### config.mk
export PLATFORM = sky130hd
export DESIGN_NAME = mod_counter_array_flat
export DESIGN_NICKNAME = d
export VERILOG_FILES = /design/src/rtl/mod_counter_pkg.sv /design/src/rtl/mod_counter_array_if.sv /design/src/rtl/mod_counter_channel.sv /design/src/rtl/mod_counter_array.sv /design/src/flat_wrapper.sv
export SDC_FILE = /design/constraint.sdc
export NUM_CORES = 1
export LEC_CHECK = 0
export CAP_MARGIN = 20
export CORE_ASPECT_RATIO = 1.2
export CORE_UTILIZATION = 38
export CTS_CLUSTER_SIZE = 14
export DETAILED_ROUTE_END_ITERATION = 16
export MAX_ROUTING_LAYER = met4
export PLACE_DENSITY = 0.7
export SLEW_MARGIN = 0
export SYNTH_ARGS = -nofsm -noshare
export SYNTH_HDL_FRONTEND = slang
export SYNTH_HIERARCHICAL = 1
export SYNTH_SLANG_ARGS = --single-unit
### constraint.sdc
create_clock -name clock -period 5.2 [get_ports clock]
set_input_delay 0.52 -clock clock [delete_from_list [all_inputs] [get_ports clock]]
set_output_delay 0.52 -clock clock [all_outputs]
set_load 0.01 [all_outputs]
### src/rtl/mod_counter_pkg.sv
// Shared types and default constants for the modulo counter bank.
// Count type, direction encoding, and default wrap/forbid points.
package mod_counter_pkg;

    localparam int unsigned DEFAULT_WIDTH    = 32;
    localparam int unsigned DEFAULT_CHANNELS = 4;
    localparam int unsigned DEFAULT_WRAP     = 22;
    localparam int unsigned DEFAULT_FORBID   = 10;

    typedef logic [DEFAULT_WIDTH-1:0] count_t;

    typedef enum logic {
        DIR_DOWN = 1'b0,
        DIR_UP   = 1'b1
    } dir_e;

endpackage

### src/rtl/mod_counter_array_if.sv
// Control/status bundle of the counter bank; channel i of each packed
// vector sits at [i*WIDTH +: WIDTH] or bit [i].
interface mod_counter_array_if
    import mod_counter_pkg::*;
#(
    parameter int unsigned WIDTH    = DEFAULT_WIDTH,
    parameter int unsigned CHANNELS = DEFAULT_CHANNELS
);

    logic [CHANNELS-1:0]       en;
    logic [CHANNELS-1:0]       up;
    logic [CHANNELS-1:0]       load;
    logic [CHANNELS*WIDTH-1:0] load_value;
    logic                      clear_flags;
    logic [CHANNELS*WIDTH-1:0] count;
    logic [CHANNELS-1:0]       wrap_pulse;
    logic [CHANNELS-1:0]       forbid_hit;
    logic                      armed;

    modport master (
        output en, up, load, load_value, clear_flags,
        input  count, wrap_pulse, forbid_hit, armed
    );

    modport slave (
        input  en, up, load, load_value, clear_flags,
        output count, wrap_pulse, forbid_hit, armed
    );

endinterface

### src/rtl/mod_counter_channel.sv
// One modulo counter: load/enable/direction, wrap pulse, and a sticky
// monitor flag raised whenever the count sits on FORBID while armed.
module mod_counter_channel
    import mod_counter_pkg::*;
#(
    parameter int unsigned WIDTH  = DEFAULT_WIDTH,
    parameter int unsigned WRAP   = DEFAULT_WRAP,
    parameter int unsigned FORBID = DEFAULT_FORBID
) (
    input  logic             clock,
    input  logic             reset_n,
    input  logic             armed,
    input  logic             en,
    input  dir_e             dir,
    input  logic             load,
    input  logic [WIDTH-1:0] load_value,
    input  logic             clear_flag,
    output logic [WIDTH-1:0] count,
    output logic             wrap_pulse,
    output logic             forbid_hit
);

    localparam logic [WIDTH-1:0] WRAP_V      = WIDTH'(WRAP);
    localparam logic [WIDTH-1:0] FORBID_V    = WIDTH'(FORBID);
    // A FORBID above WRAP is unreachable; keep truncation from aliasing it.
    localparam bit               FORBID_LIVE = (FORBID <= WRAP);

    logic [WIDTH-1:0] count_nxt;
    logic             wrap_nxt;
    logic             hit_now;

    always_comb begin
        count_nxt = count;
        wrap_nxt  = 1'b0;
        if (load) begin
            count_nxt = (load_value > WRAP_V) ? WRAP_V : load_value;
        end else if (en) begin
            if (dir == DIR_UP) begin
                if (count == WRAP_V) begin
                    count_nxt = '0;
                    wrap_nxt  = 1'b1;
                end else begin
                    count_nxt = count + WIDTH'(1);
                end
            end else begin
                if (count == '0) begin
                    count_nxt = WRAP_V;
                    wrap_nxt  = 1'b1;
                end else begin
                    count_nxt = count - WIDTH'(1);
                end
            end
        end
    end

    assign hit_now = FORBID_LIVE && armed && (count == FORBID_V);

    always_ff @(posedge clock or negedge reset_n) begin
        if (!reset_n) begin
            count      <= '0;
            wrap_pulse <= 1'b0;
            forbid_hit <= 1'b0;
        end else begin
            count      <= count_nxt;
            wrap_pulse <= wrap_nxt;
            if (hit_now)
                forbid_hit <= 1'b1;
            else if (clear_flag)
                forbid_hit <= 1'b0;
        end
    end

`ifdef FORMAL
    no_forbid_value: assert property (@(posedge clock) disable iff (!armed || !reset_n)
        !(FORBID_LIVE && (count == FORBID_V)));
`endif

endmodule

### src/rtl/mod_counter_array.sv
// Bank of CHANNELS independent modulo counters sharing one armed register
// that qualifies every channel's forbidden-value monitor.
module mod_counter_array
    import mod_counter_pkg::*;
#(
    parameter int unsigned WIDTH    = DEFAULT_WIDTH,
    parameter int unsigned CHANNELS = DEFAULT_CHANNELS,
    parameter int unsigned WRAP     = DEFAULT_WRAP,
    parameter int unsigned FORBID   = DEFAULT_FORBID
) (
    input logic                clock,
    input logic                reset_n,
    mod_counter_array_if.slave bus
);

    logic                            armed_q;
    logic [CHANNELS-1:0][WIDTH-1:0]  cnt;
    logic [CHANNELS-1:0]             wrap_v;
    logic [CHANNELS-1:0]             hit_v;

    // Armed from the first clock edge seen with reset released.
    always_ff @(posedge clock or negedge reset_n) begin
        if (!reset_n)
            armed_q <= 1'b0;
        else
            armed_q <= 1'b1;
    end

    for (genvar i = 0; i < CHANNELS; i++) begin : g_ch
        mod_counter_channel #(
            .WIDTH  (WIDTH),
            .WRAP   (WRAP),
            .FORBID (FORBID)
        ) u_ch (
            .clock      (clock),
            .reset_n    (reset_n),
            .armed      (armed_q),
            .en         (bus.en[i]),
            .dir        (dir_e'(bus.up[i])),
            .load       (bus.load[i]),
            .load_value (bus.load_value[i*WIDTH +: WIDTH]),
            .clear_flag (bus.clear_flags),
            .count      (cnt[i]),
            .wrap_pulse (wrap_v[i]),
            .forbid_hit (hit_v[i])
        );
    end

    assign bus.count      = cnt;
    assign bus.wrap_pulse = wrap_v;
    assign bus.forbid_hit = hit_v;
    assign bus.armed      = armed_q;

endmodule

### src/flat_wrapper.sv
// flat-port wrapper written by rule: the top's interface ports become plain ports
module mod_counter_array_flat import mod_counter_pkg::*;
#(
    parameter int unsigned WIDTH    = DEFAULT_WIDTH,
    parameter int unsigned CHANNELS = DEFAULT_CHANNELS,
    parameter int unsigned WRAP     = DEFAULT_WRAP,
    parameter int unsigned FORBID   = DEFAULT_FORBID
)
  (clock, reset_n, bus_en, bus_up, bus_load, bus_load_value, bus_clear_flags, bus_count, bus_wrap_pulse, bus_forbid_hit, bus_armed);
  mod_counter_array_if #(.WIDTH(WIDTH), .CHANNELS(CHANNELS)) bus_i ();
  input logic clock;
  input logic reset_n;
  input wire logic [$bits(bus_i.en)-1:0] bus_en;
  input wire logic [$bits(bus_i.up)-1:0] bus_up;
  input wire logic [$bits(bus_i.load)-1:0] bus_load;
  input wire logic [$bits(bus_i.load_value)-1:0] bus_load_value;
  input wire logic [$bits(bus_i.clear_flags)-1:0] bus_clear_flags;
  output wire logic [$bits(bus_i.count)-1:0] bus_count;
  output wire logic [$bits(bus_i.wrap_pulse)-1:0] bus_wrap_pulse;
  output wire logic [$bits(bus_i.forbid_hit)-1:0] bus_forbid_hit;
  output wire logic [$bits(bus_i.armed)-1:0] bus_armed;
  assign bus_i.en = bus_en;
  assign bus_i.up = bus_up;
  assign bus_i.load = bus_load;
  assign bus_i.load_value = bus_load_value;
  assign bus_i.clear_flags = bus_clear_flags;
  assign bus_count = bus_i.count;
  assign bus_wrap_pulse = bus_i.wrap_pulse;
  assign bus_forbid_hit = bus_i.forbid_hit;
  assign bus_armed = bus_i.armed;
  mod_counter_array #(.WIDTH(WIDTH), .CHANNELS(CHANNELS), .WRAP(WRAP), .FORBID(FORBID)) u_core (.clock(clock), .reset_n(reset_n), .bus(bus_i));
endmodule
==> impl_metrics.ini <==
[clock_network]
clock_path_buffers = 2
clock-sinks = 137
cts-root-buf = clkbuf_16
cts_resized = 0
htree_levels = 4
clk_pin_slew_worst_paths_ps = 60
cts_buffers = 17
clock_latency_ps = 440
cts_tree = done
post_cts_buffers = 0
cts_hold_buf = 0

[pwr]
seq_power_share_pct = 38.5
power.share.clock_pct = 41.6
netSwitchingPower_w = 0.000908
power.internal_w = 0.00207
switching_share_pct = 30.5
p_leak_nw = 5.50
cellPowerDensity_nw_per_um2 = 185
comb_power_share_pct = 19.9
peakVddDrop_mv = 0.209

[floorplanning]
die_area_um2 = 34300
die_x_um = 169
core_area_um2 = 33100
start_util_pct = 38.6
ioPinCount = 280
die_h_um = 203
row_count = 73

[route]
drt-wirelength-per-cell_um = 21.0
ant_nets = 0
via_per_inst = 6.57
vias = 15001
drtIter0Drc = 1760
drc = 0
postRouteWirelength_um = 48000
drt_first_pass_iters = 6

[global_route]
gr-total-overflow = 0
grt_max_degree = 49
grt_util_all_layers_pct = 28.4
grt_pass1_wl_um = 76100
antenna_found_initial = 0
grt_pass1_vias = 14146

[critical_path]
crit_path_start = u_core/g_ch[2].u_ch/count[17]$_DFFE_PN0P_
crit_family = compound AO/OA/AOI/OAI gates
cpPeakStageDelay_ps = 1030
path_depth = 6
critical_path_arrival_ps = 3570
critPathCaptureType = flop
critPathKind = reg2reg
path_common_cell = o21ai_0
critPathMaxFanout = 24
required_ps = 5520
r2r-start = u_core/g_ch[2].u_ch/count[17]$_DFFE_PN0P_
crit_buf_inv = 0
r2r_cells = 6
critPathSlowestCell = o31ai_4
cp-start-kind = flop
path_cells = nor3_1, nand4_2, o31ai_4, o21ai_0, o21ai_0, a21oi_1

[finish]
area_delta_synth_final_pct = 25.8
fin_cells = 2282
design_area_um2 = 16100
antenna_cells = 0
drive_above_1_share_pct = 5.73
final_nets = 1979
n_fill_cell = 3252
finish.utilization_pct = 48.5

[logic_synthesis]
ys_warn_count = 6
synth.most_common_cell = dfrtp_1
synth_top_area_share_pct = 26.9
avgSynthCellArea_um2 = 7.77
synth_seq_cells = 137
synthesis.nets = 1801
synth_area_leaders = dfrtp_1 (27%), nand3_1 (4.4%), o21ai_0 (4.2%)
async_reset_ff_share_pct = 100
yosys.area.top_type = dfrtp_1
syn_inst = 1642
ys.flop_type = dfrtp_1
synth_edf_count = 0
ys_top_cells_by_count = dfrtp_1 (137), nand2_1 (128), nand3_1 (112)
yosysUniqueCellTypes = 71
seq_area_frac_synth_pct = 26.9
syn_area_um2 = 12800

[timing]
worst_pin_slew_ps = 1160
slew-limit-headroom_pct = 22.4
period_minus_slack_ps = 3250
setup_tns_ps = 0
setup_violations = 0
rsz0062_at_grt = false
finClkSkew_ps = 11.6
clock.fmax_mhz = 308
fin_crit_sh_pct = 62.5
report.final.slew_viol_count = 0
hold_viol_final = 0

[place]
numPortBuffers = 279
place_hpwl_um = 33800
routabilityCongestion = 0.968
dp.cells = 2251
dpl-instance-area_um2 = 15500

[min_path]
hp-class = in2async

[status]
status = completed

[run]
cap_violations = 0
==> metrics by stage <==
stage	total power [W]	hold WS, ps	worst slack (ps)
after floorplan	0.00148	224	2790
after CTS	0.00300	23.8	2070
after detailed placement	0.00174	509	1860
after global placement	0.00174	506	1780
after global routing	0.00309	47.3	1780
final	0.00298	20.2	1950
==> cell usage in the layout (no fill, tap or decap), types with 12 or more instances in the layout <==
cell | netlist | routed
and4_1 | 20 | 20
ha_1 | 16 | 16
o31a_1 | 16 | 16
or4_1 | 12 | 12
o31ai_1 | 16 | 16
a211oi_1 | 12 | 12
nor3b_1 | 12 | 12
nand3b_1 | 12 | 12
o211ai_1 | 12 | 12
o32a_1 | 12 | 12
clkdlybuf4s50_1 | 0 | 278
nand3_1 | 112 | 112
nand2_1 | 128 | 128
a31oi_1 | 44 | 44
xor2_1 | 24 | 24
nor4_1 | 76 | 76
a41oi_1 | 12 | 12
a31o_2 | 12 | 12
o221ai_1 | 12 | 12
a21oi_1 | 100 | 100
or3_1 | 16 | 16
nor2_1 | 104 | 104
inv_1 | 64 | 64
nor3_1 | 76 | 76
o21ai_0 | 108 | 108
dfrtp_1 | 137 | 137
xnor2_1 | 24 | 24
clkbuf_16 | 0 | 17
and3_1 | 36 | 36
o22ai_1 | 24 | 24
a22oi_1 | 12 | 12
buf_4 | 24 | 16
nand4_1 | 52 | 52
o32ai_1 | 28 | 28
==> worst reg2reg max path, delay by kind of cell, from the launching register on <==
family | cells | cell delay, ps
AND/OR/NAND/NOR | 2 | 1020
flip-flops | 1 | 480
AO/OA/AOI/OAI | 4 | 1630
==> registers in the layout (all words and copies together) (netlist names) <==
| signal | count |
|---|---|
| u_core/g_ch.u_ch/forbid_hit | 4 |
| u_core/g_ch.u_ch/wrap_pulse | 4 |
| u_core/bus.armed | 1 |
| u_core/g_ch.u_ch/count | 128 |
==> cell type report <==
class	count	area, µm²	area share [%]
Timing Repair Buffer	295	2910	18.2
Inverter	68	255	1.59
Sequential cell	137	3430	21.4
Tap cell	450	563	3.51
Clock buffer	23	478	2.98
Clock inverter	8	95.1	0.592
Multi-Input combinational cell	1301	8320	51.8
==> cells by family after synthesis <==
kind of cell | after synthesis | share of synthesized area (%)
and+or+nand+nor | 728 | 32.7
AOI/OAI and AO/OA | 500 | 26.9
buffers and inverters | 204 | 7.96
DFF | 137 | 26.9
xor gates and xnor gates | 48 | 3.29
adders and majority gates | 16 | 1.57
muxes | 8 | 0.628
other | 1 | 0.0294
==> metal layers <==
metal	track usage, %	routed length [µm]	up-vias
met5	-	0	-
met1	35.2	19300	7164
met4	12.9	1780	0
met3	4.62	3870	149
met2	45.1	23000	946
li1	-	-	6742
==> path summary, 6_finish.rpt <==
check / slack (ps) / end
min in group clock: 550 / u_core/g_ch[2].u_ch/forbid_hit$_DFFE_PN0P_
min: 20 / u_core/g_ch[1].u_ch/count[25]$_DFFE_PN0P_
max in group asynchronous: 4120 / u_core/g_ch[3].u_ch/count[26]$_DFFE_PN0P_
min reg2reg: 550 / u_core/g_ch[2].u_ch/forbid_hit$_DFFE_PN0P_
max reg2reg: 1950 / u_core/g_ch[2].u_ch/count[12]$_DFFE_PN0P_
max: 1950 / u_core/g_ch[2].u_ch/count[12]$_DFFE_PN0P_
==> power by group through the flow <==
stage	combinational, W	clock (W)	sequential [W]
finish	0.000591	0.00124	0.00115
global route	0.000634	0.00130	0.00115
CTS	0.000582	0.00127	0.00114
detailed placement	0.000579	0	0.00116
global placement	0.000573	0	0.00116
floorplan	0.000353	0	0.00113
Note: power is estimated with default switching activity, not from simulation.
